===== config.mk =====
export PLATFORM = sky130hd
export DESIGN_NAME = div
export DESIGN_NICKNAME = d
export VERILOG_FILES = /design/src/rtl/div_pkg.sv /design/src/rtl/div_step.sv /design/src/rtl/div.sv
export SDC_FILE = /design/constraint.sdc
export NUM_CORES = 1
export LEC_CHECK = 0
export ABC_AREA = 1
export CAP_MARGIN = 5
export CELL_PAD_IN_SITES_DETAIL_PLACEMENT = 0
export CELL_PAD_IN_SITES_GLOBAL_PLACEMENT = 1
export CORE_AREA = 2 2 178 180
export CTS_CLUSTER_SIZE = 8
export DETAILED_ROUTE_END_ITERATION = 16
export DIE_AREA = 0 0 180 182
export PLACE_DENSITY = 0.92
export SLEW_MARGIN = 20
export SYNTH_ARGS = -nofsm -noshare
export SYNTH_HDL_FRONTEND = slang
export SYNTH_SLANG_ARGS = --single-unit
export TNS_END_PERCENT = 1

===== constraint.sdc =====
create_clock -name clk -period 7.1 [get_ports clk]
set_input_delay 1.42 -clock clk [delete_from_list [all_inputs] [get_ports clk]]
set_output_delay 1.42 -clock clk [all_outputs]
set_load 0.1 [all_outputs]

===== src/rtl/div_pkg.sv =====
// div_pkg: shared divider state encodings, handshake levels and widths
package div_pkg;
  localparam int DIV_DATA_W = 32;
  localparam int DIV_CNT_W = $clog2(DIV_DATA_W) + 1;
  typedef enum logic [1:0] {
    DIV_FREE    = 2'b00,
    DIV_BY_ZERO = 2'b01,
    DIV_ON      = 2'b10,
    DIV_END     = 2'b11
  } div_state_e;
  localparam logic DIV_RESULT_READY = 1'b1;
  localparam logic DIV_RESULT_NOT_READY = 1'b0;
  localparam logic DIV_START = 1'b1;
  localparam logic DIV_STOP = 1'b0;
  typedef logic [2*DIV_DATA_W-1:0] double_reg_bus_t;
endpackage


===== src/rtl/div_step.sv =====
// div_step: one combinational restoring division iteration
//  rem_i/quot_i : current partial remainder and shifting dividend/quotient
//  dvsr_i       : divisor magnitude
//  rem_o/quot_o : pair after one shift-and-trial-subtract step
module div_step #(
  parameter int W = 32
) (
  input  logic [W-1:0] rem_i,
  input  logic [W-1:0] quot_i,
  input  logic [W-1:0] dvsr_i,
  output logic [W-1:0] rem_o,
  output logic [W-1:0] quot_o
);
  logic [W:0] shifted, trial;
  always_comb begin
    shifted = {rem_i, quot_i[W-1]};
    trial = shifted - {1'b0, dvsr_i};
    rem_o = trial[W] ? shifted[W-1:0] : trial[W-1:0];
    quot_o = {quot_i[W-2:0], ~trial[W]};
  end
endmodule


===== src/rtl/div.sv =====
// div: multi-cycle restoring DIV/DIVU unit answering EX-stage requests
//  clk, rst                 : clock, synchronous active-high reset
//  signed_div_i             : 1 = signed DIV, 0 = DIVU
//  opdata1_i / opdata2_i    : dividend / divisor, sampled on acceptance only
//  start_i / annul_i        : request (held until ready_o) / abort in flight
//  result_o                 : {remainder, quotient}, valid while ready_o
//  ready_o                  : registered result-valid flag
module div
  import div_pkg::*;
#(
  parameter int DATA_W = DIV_DATA_W
) (
  input  logic                  clk,
  input  logic                  rst,
  input  logic                  signed_div_i,
  input  logic [DATA_W-1:0]     opdata1_i,
  input  logic [DATA_W-1:0]     opdata2_i,
  input  logic                  start_i,
  input  logic                  annul_i,
  output logic [2*DATA_W-1:0]   result_o,
  output logic                  ready_o
);
  localparam int CNT_W = $clog2(DATA_W) + 1;
  div_state_e state_q, state_d;
  logic [CNT_W-1:0] cnt_q, cnt_d;
  logic [DATA_W-1:0] rem_q, rem_d, quot_q, quot_d, dvsr_q, dvsr_d;
  logic [DATA_W-1:0] rem_nx, quot_nx, op1_abs, op2_abs, quot_fix, rem_fix;
  logic neg_quot_q, neg_quot_d, neg_rem_q, neg_rem_d, ready_q, ready_d;
  logic [2*DATA_W-1:0] result_q, result_d;

  div_step #(.W(DATA_W)) u_step (
    .rem_i (rem_q),
    .quot_i(quot_q),
    .dvsr_i(dvsr_q),
    .rem_o (rem_nx),
    .quot_o(quot_nx)
  );

  always_comb begin
    op1_abs = (signed_div_i && opdata1_i[DATA_W-1]) ? -opdata1_i : opdata1_i;
    op2_abs = (signed_div_i && opdata2_i[DATA_W-1]) ? -opdata2_i : opdata2_i;
    // quotient sign follows the operand signs, remainder follows the dividend
    quot_fix = neg_quot_q ? -quot_q : quot_q;
    rem_fix = neg_rem_q ? -rem_q : rem_q;
    state_d = state_q;
    cnt_d = cnt_q;
    rem_d = rem_q;
    quot_d = quot_q;
    dvsr_d = dvsr_q;
    neg_quot_d = neg_quot_q;
    neg_rem_d = neg_rem_q;
    ready_d = ready_q;
    result_d = result_q;
    case (state_q)
      DIV_FREE: if (start_i == DIV_START && !annul_i) begin
        state_d = (opdata2_i == '0) ? DIV_BY_ZERO : DIV_ON;
        cnt_d = '0;
        rem_d = '0;
        quot_d = op1_abs;
        dvsr_d = op2_abs;
        neg_quot_d = signed_div_i & (opdata1_i[DATA_W-1] ^ opdata2_i[DATA_W-1]);
        neg_rem_d = signed_div_i & opdata1_i[DATA_W-1];
      end
      DIV_BY_ZERO: begin
        state_d = DIV_END;
        result_d = '0;
        ready_d = DIV_RESULT_READY;
      end
      DIV_ON: if (annul_i || start_i == DIV_STOP) begin
        state_d = DIV_FREE;
      end else if (cnt_q == CNT_W'(DATA_W)) begin
        state_d = DIV_END;
        result_d = {rem_fix, quot_fix};
        ready_d = DIV_RESULT_READY;
      end else begin
        rem_d = rem_nx;
        quot_d = quot_nx;
        cnt_d = cnt_q + CNT_W'(1);
      end
      DIV_END: if (start_i == DIV_STOP) begin
        state_d = DIV_FREE;
        ready_d = DIV_RESULT_NOT_READY;
        result_d = '0;
      end
    endcase
  end

  always_ff @(posedge clk) begin
    if (rst) begin
      state_q <= DIV_FREE;
      cnt_q <= '0;
      rem_q <= '0;
      quot_q <= '0;
      dvsr_q <= '0;
      neg_quot_q <= 1'b0;
      neg_rem_q <= 1'b0;
      ready_q <= DIV_RESULT_NOT_READY;
      result_q <= '0;
    end else begin
      state_q <= state_d;
      cnt_q <= cnt_d;
      rem_q <= rem_d;
      quot_q <= quot_d;
      dvsr_q <= dvsr_d;
      neg_quot_q <= neg_quot_d;
      neg_rem_q <= neg_rem_d;
      ready_q <= ready_d;
      result_q <= result_d;
    end
  end

  assign ready_o = ready_q;
  assign result_o = result_q;
endmodule


Yosys cells after proc, flatten, opt, wreduce, memory -nomap -nowiden --
Index checks and enable logic that the tools add are counted.
Storage, ports and cells: flip-flop bits (word level) 171, input bits 69, output and inout port bits 65, logic and storage cells 74
Operators by class: add/subtract/negate cells 6, equal/unequal tests 10, muxes and demuxes 31, bitwise gates (word level) 5, reduce and logical (&&, ||, !) cells 13
Operator list (count):
- 32-bit 2-to-1 mux | 11
- 64-bit 2-to-1 mux | 3
- 64-bit one-hot mux with 3 select lines | 1
- 32-bit negation | 4
- 32-bit one-hot mux with 2 select lines | 2
- 33-bit by 32-bit subtractor with 33-bit output | 1
- 32-bit logical NOT | 1
- 6-bit 2-to-1 mux | 3
- 6-bit one-hot mux with 2 select lines | 1
- 2-bit 2-to-1 mux | 5
- 2-bit != test (second input constant) | 5
- 2-bit one-hot mux with 4 select lines | 1
- 4-bit AND reduction | 2
- 6-bit by 1-bit adder with 6-bit output (second input constant) | 1
- 6-bit == test (second input constant) | 1
- 2-bit == test (second input constant) | 2
- 1-bit logical AND | 3
- 1-bit 2-to-1 mux | 3
- 3-bit != test (second input constant) | 1
- 1-bit one-hot mux with 3 select lines | 1
- 3-bit AND reduction | 1
- 3-bit nonzero test | 1
- 1-bit AND | 2
- 2-bit by 1-bit == test with 1-bit output (second input constant) | 1
- 7 further kinds | 8

Logic depth before layout (Yosys ltp) --
Gate-level depths: netlist (run 1).
depth after elaboration 5, mapped depth 18, depth with buffers taken out 17

Hierarchy --
From an unflattened synthesis (run 1), not the netlist that was laid out.
Second synthesis, totals: cell total of the unflattened synthesis 2345, area, all modules 13436.6 um^2
By module, submodules not included:
- div | times used 1, cells an instance 1634, area an instance 10053.4 um^2, seq. area each 3423.3 um^2
- div_step | times used 1, cells an instance 711, area an instance 3383.2 um^2, seq. area each 0.0 um^2

Worst setup path before layout (run 1) --
OpenSTA, ideal clock, no wires.
path type input to register, from input port opdata1_i[1], to register quot_q[16], setup time 0.132 ns, data arrival time 2.753 ns, required time 6.968 ns, slack 4.215 ns, stages on the path 10, buffers on the path 0, cell sequence inv_1 -> ha_1 -> nand3_1 -> nor2_2 -> nand2_1 -> o21ai_2 -> o21ai_0 -> xor2_1 -> o21ai_0 -> a21oi_1
Between the ends: word-level cells in the longest chain between the ends 4
RTL lines:
- from (decl) | line div.sv:16 | input logic [DATA_W-1:0] opdata1_i,
- 32-bit negation | line div.sv:40 | op1_abs = (signed_div_i && opdata1_i[DATA_W-1]) ? -opdata1_i : opdata1_i;
- 32-bit 2-to-1 mux | line div.sv:40
- 32-bit 2-to-1 mux | line div.sv:55 | DIV_FREE: if (start_i == DIV_START && !annul_i) begin
- 32-bit one-hot mux with 2 select lines | line div.sv:54 | case (state_q)
- to (signal assigned) | line div.sv:103 | quot_q <= quot_d;
- to (decl) | line div.sv:26 | logic [DATA_W-1:0] rem_q, rem_d, quot_q, quot_d, dvsr_q, dvsr_d;
Every way passes these cells. The select of a mux whose other input is x is not followed. A chain may end at the register's enable or synchronous reset.

Worst setup path in the final report (run 1) --
from input port opdata1_i[31], to register quot_q[24]
Between the ends: word-level cells in the longest chain between the ends 4
RTL lines (line):
- 1-bit logical AND | div.sv:40
- 32-bit 2-to-1 mux | div.sv:40
- 32-bit 2-to-1 mux | div.sv:55
- 32-bit one-hot mux with 2 select lines | div.sv:54
Every way passes these cells. The select of a mux whose other input is x is not followed.

==> flow_metrics.tcl, run 1 <==
set metrics [dict create \
    status "complete, no violations" \
    final-hold-violation-count 0 \
    synth_xor_area_share_pct 2.55 \
    nets 2394 \
    cts_setup_buffers 0 \
    synth_nets 2311 \
    ys_top_cells_by_area "dfxtp_1, nand2_1, inv_1, nand3_1, a21oi_1" \
    yosys_warnings 0 \
    timing.hold.ws_ns 0.465 \
    setup_viol 0 \
    cp-start-kind "primary input" \
    clkSlewWorstSetupHoldPaths_ns 0.07 \
    cts.sinks 171 \
    wl_um 42900 \
    dr.pass1.iters 5 \
    avgSynthCellArea_um2 5.91 \
    ys_seq_elements 171 \
    diodes 0 \
    synth.most_common_cell "nand2_1" \
    peakVddDrop_mv 0.184 \
    cts_buffer_depth 2 \
    cp.required_ns 7.39 \
    crit_type "primary input to flop" \
    ios 134 \
    synth.distinct_cells 52 \
    globalplace.congestion 0.949 \
    syn_to_final_growth_pct 16.6 \
    grt_pass1_vias 13100 \
    synth_mux_area_share_pct 0 \
    ctsHoldBuffers 0 \
    row_count 65 \
    clock_skew_ns 0.0114 \
    synth_area_leader_cell "dfxtp_1" \
    timing.final.max_slew_violations 0 \
    dieWidth_um 180 \
    cap_violations 0 \
    start_util_pct 42.0 \
    overflow 0 \
    netlist_area_mm2 0.0130 \
    crit_fanout 28 \
    ant_nets 0 \
    synth_compound_area_share_pct 16.8 \
    setup-tns-final_ns 0 \
    dp_hpwl_um 33400 \
    clk_latency_ns 0.44 \
    syn_inst 2203 \
    slew_headroom_pct 29.7 \
    drc_errors 0 \
    fmax_mhz 258 \
    drt_iter0_markers 1304 \
    grt_pass1_wl_um 68500 \
    synth_fa_ha_area_share_pct 3.80 \
    final_design_area_no_fill_mm2 0.0152 \
    placed_cell_area_mm2 0.0146 \
    p_per_area_mw_per_mm2 204 \
    layout-drive-gt1-share_pct 5.05 \
    synth_top_area_share_pct 26.3 \
    synth_flop_cell "dfxtp_1" \
    via_count 14300 \
    cts_made_buffers 17 \
    die_y_um 182 \
    grt_usage_pct 25.9 \
    fin_crit_sh_pct 54.6 \
    portBuffers 133 \
    cts_root_buffer "clkbuf_16" \
    grt_max_degree 67 \
    cts_tree "yes" \
    coreArea_mm2 0.0310 \
    r2r_cells 9 \
    cts_resized 0 \
    dieArea_mm2 0.0328 \
    synth_commonest_cells "nand2_1, inv_1, nand3_1, a21oi_1, nor2_1" \
    crit_path_end_kind "flop" \
    worst_pin_slew_ns 1.05 \
    crit_arrival_ns 4.17 \
    hp-class "flop to flop" \
    min_path_cells 2 \
    synth-simple-area-share_pct 38.6 \
    h-tree-depth 4 \
    grt_antenna_before_repair 0 \
    postSynth.asyncResetShare_pct 0 \
    rsz0062_at_grt "false" \
    synth_seq_area_share_pct 26.3 \
    synth_top_family_by_area "simple AND/OR/NAND/NOR gates" \
    drt-wirelength-per-cell_um 15.9 \
    p_leak_nw 7.08 \
    viasPerCell 5.30 \
    layout_min_cycle_time_ns 3.88 \
    synth_edf_count 0 \
]
==> state kept, by name, summed over array words and instances, names as in the netlist <==
signal and cells:
state_q 2, dvsr_q 32, neg_quot_q 1, ready_o 1, rem_q 32, quot_q 32
result_o 64, cnt_q 6, neg_rem_q 1
==> critical path, cell delays in order <==
cell and delay, ns:
clkdlybuf4s50_1 0.54, nand2_1 0.47, clkinv_1 0.76, o21ai_2 0.37, nand2_1 0.13, o21ai_0 0.19
nand3_1 0.13, nand2_1 0.09, a21oi_1 0.06
==> logic make-up (layout without fill, tap and decap cells) <==
group                    after synthesis  in the layout
AO/OA/AOI/OAI                        398            398
XOR/XNOR                              38             38
adder cells (fa/ha/maj)               39             39
buffers and inverters                404            500
flip-flops                           171            171
AND/OR/NAND/NOR                     1153           1153
==> stage by stage <==
| step | instances | total power [mW] | util, % | setup WS, ns |
|---|---|---|---|---|
| detailed placement | 2669 | 2.14 | 47.1 | 2.76 |
| finish | 2701 | 3.10 | 49.0 | 3.22 |
| global placement | 2669 | 2.14 | 47.1 | 2.81 |
| CTS | 2701 | 3.10 | 49.0 | 3.23 |
| global route | 2701 | 3.28 | 49.0 | 2.91 |
| floorplan | 2203 | 1.84 | - | 4.22 |
==> worst paths after layout <==
| path | start | to | slack (ns) |
|---|---|---|---|
| worst max register to register | cnt_q[0]$_SDFFE_PP0P_ | quot_q[1]$_SDFFE_PP0P_ | 4.11 |
| worst min-delay path | result_o[59]$_SDFFE_PP0P_ | result_o[59]$_SDFFE_PP0P_ | 0.46 |
| worst max-delay path | opdata1_i[31] | quot_q[24]$_SDFFE_PP0P_ | 3.22 |
| worst min register to register | result_o[59]$_SDFFE_PP0P_ | result_o[59]$_SDFFE_PP0P_ | 0.46 |
==> area by class of cell <==
type	instances	area, µm²
Multi-Input combinational cell	1628	8050
Clock buffer	20	457
Sequential cell	171	3420
Clock inverter	12	138
Fill cell	3299	15800
Inverter	326	1220
Timing Repair Buffer	142	1400
Tap cell	402	503
==> per-layer routing <==
layer  GRT usage (%)  share of wire [%]
met1            35.8                 48
met2            41.5                 44
met3            3.65                5.2
met4            8.55                2.9
met5               0                  0
==> cells in the final DEF, fill, tap and decap left out, types with 4 or more instances in the layout <==
cell type and instances:
a21oi_1 219, a21oi_2 5, buf_4 10, clkbuf_16 17
clkdlybuf4s50_1 132, dfxtp_1 171, ha_1 38, inv_1 316
inv_2 8, nand2_1 617, nand2_2 21, nand2_4 6
nand3_1 220, nand3_2 5, nand3b_1 20, nand4_1 26
nor2_1 182, nor2_2 9, nor3_1 24, nor3_2 4
nor4_1 5, o211ai_1 18, o21ai_0 115, o21ai_2 6
o21bai_1 5, o221ai_1 7, or2_2 5, xnor2_1 12
xor2_1 26
==> power breakdown <==
part	switching, mW	internal, mW
registers	0.0510	1.02
clock network	0.422	0.541
logic	0.762	0.313
total	1.24	1.87
(Power assumes the default switching activity.)
==> run 2: changes to the inputs <==
Settings changed: CORE_AREA 2 2 178 180 to 2 2 194 196, DIE_AREA 0 0 180 182 to 0 0 196 198, PLACE_DENSITY 0.92 to 0.83.
Clock period 7.1 ns to 3.24 ns, I/O delays scaled along.
==> run 2 against run 1 <==
Against the previous run: clock-buffer cell count shrank 3; worst setup slack lost 2.7 ns; flip-flop and latch count is the same.
==> flow_metrics.tcl, run 2 (synthesized netlist as in run 1, its figures left out) <==
set metrics [dict create \
    fin_crit_sh_pct 82.6 \
    cts_resized 0 \
    globalplace.congestion 0.929 \
    drc_errors 0 \
    coreArea_mm2 0.0370 \
    hp-class "flop to flop" \
    h-tree-depth 4 \
    rsz0062_at_grt "false" \
    nets 2406 \
    cts_buffer_depth 2 \
    diodes 0 \
    setup_viol 0 \
    max_stage_delay_ns 0.41 \
    layout-drive-gt1-share_pct 8.35 \
    min_path_cells 2 \
    timing.final.max_slew_violations 0 \
    overflow 0 \
    viasPerCell 5.07 \
    syn_to_final_growth_pct 16.8 \
    crit_path_end_kind "flop" \
    grt_max_degree 58 \
    drt_iter0_markers 1069 \
    p_leak_nw 7.26 \
    largest_reg_flops 64 \
    worst_pin_slew_ns 0.952 \
    status "complete, no violations" \
    fmax_mhz 374 \
    p_per_area_mw_per_mm2 447 \
    cts_made_buffers 17 \
    stdcell_count 2784 \
    final_cell_mix "nand2_1, inv_1, nand3_1" \
    cp-start-kind "flop" \
    crit_arrival_ns 3.06 \
    grt_pass1_wl_um 70000 \
    cts_tree "yes" \
    crit_chain "inv_1 -> ha_1 -> fa_1 -> inv_1 -> nand2_1 -> nand2_1 -> nand3_1 -> nand2_2 -> nand2_2 -> nand2_2 -> nand2_4 -> nand2_4 -> nand2_4 -> nand2_4 -> nand2_1 -> a21oi_1" \
    worstHoldStart "result_o[29]$_SDFFE_PP0P_" \
    crit_type "flop to flop" \
    crit_fanout 17 \
    cp_common_cell "nand2_4" \
    clkSlewWorstSetupHoldPaths_ns 0.07 \
    grt_antenna_before_repair 0 \
    dieWidth_um 196 \
    peakVddDrop_mv 0.421 \
    final_common_cell "nand2_1" \
    grt_pass1_vias 13200 \
    wl_um 43900 \
    die_y_um 198 \
    cts_setup_buffers 0 \
    dp_cells 2753 \
    cp.required_ns 3.62 \
    drt-wirelength-per-cell_um 15.8 \
    ff2ff_setup_slack_ns 0.56 \
    slew_headroom_pct 36.5 \
    grt_usage_pct 22.8 \
    ctsHoldBuffers 0 \
    cts_root_buffer "clkbuf_16" \
    cts.sinks 171 \
    hold_path_end "result_o[29]$_SDFFE_PP0P_" \
    portBuffers 133 \
    start_util_pct 35.3 \
    final-hold-violation-count 0 \
    dp_hpwl_um 35100 \
    cap_violations 0 \
    reg2reg_from "quot_q[31]$_SDFFE_PP0P_" \
    r2r_cells 16 \
    via_count 14100 \
    critPathTopFamily "simple AND/OR/NAND/NOR gates" \
    row_count 71 \
    dr.pass1.iters 5 \
    layout_min_cycle_time_ns 2.68 \
    cp_num_buf_inv 2 \
    ant_nets 0 \
    cpMaxStageDelayCell "fa_1" \
    setup-tns-final_ns 0 \
    dieArea_mm2 0.0388 \
    ios 134 \
    clock_skew_ns 0.0243 \
    rr_endpoint "quot_q[0]$_SDFFE_PP0P_" \
    clk_latency_ns 0.46 \
]
## run 2: cell count changes in the layout (fill, tap and decap cells not counted)
cell,change
inv_8,+1
clkinv_4,-2
clkbuf_1,-1
clkinvlp_4,+2
buf_4,+76
clkinv_2,-1
clkdlybuf4s50_1,-65
inv_6,+2
clkbuf_8,-2
buf_12,+1
## run 2: layer usage
layer / vias up / global-route usage [%] / part of all wire (%)
met4: 0 / 6.65 / 2.1
met1: 6380 / 31.2 / 47
li1: 7316 / - / -
met2: 356 / 37.7 / 46
met3: 51 / 2.66 / 4.7
met5: - / 0 / 0
## run 2: worst min-delay path, stage by stage, from the launching register on
cell and delay [ns]:
dfxtp_1 0.31, nand2_1 0.06, a21oi_1 0.05
## run 2: final cells by class
class / instances / area (µm²)
timing repair buffer: 154 / 1340
inverter: 326 / 1220
multi-input combinational: 1628 / 8050
sequential: 171 / 3420
tap: 474 / 593
clock inverter: 14 / 159
fill: 4084 / 21700
clock buffer: 17 / 425
## run 2: power breakdown
group	switching [mW]	leakage, nW	internal, mW
logic	1.67	5.59	0.693
registers	0.109	1.39	2.22
clock network	0.954	0.275	1.15
## run 2: how the worst max path moves through the flow
stage	startpoint	end	cells past startpoint	slack, ns
floorplan	quot_q[31]$_SDFFE_PP0P_	rem_q[22]$_SDFFE_PP0P_	18	1.0
global placement	opdata2_i[0]	dvsr_q[27]$_SDFFE_PP0P_	11	0.47
detailed placement	opdata1_i[0]	quot_q[22]$_SDFFE_PP0P_	13	0.42
CTS	rem_q[0]$_SDFFE_PP0P_	quot_q[0]$_SDFFE_PP0P_	15	0.58
global route	quot_q[31]$_SDFFE_PP0P_	rem_q[23]$_SDFFE_PP0P_	17	0.34
finish	quot_q[31]$_SDFFE_PP0P_	quot_q[0]$_SDFFE_PP0P_	16	0.56
## run 2: stage by stage
step	hold slack [ns]	total power, mW	util, %	cell area, µm²	setup slack, ns
3_3_place_gp	0.455	4.71	39.6	14600	0.469
5_1_grt	0.478	7.23	41.2	15200	0.345
4_1_cts	0.467	6.83	41.2	15200	0.582
2_1_floorplan	0.452	4.04	-	13000	0.995
6_report	0.466	6.80	41.2	15200	0.563
3_5_place_dp	0.457	4.72	39.6	14600	0.419
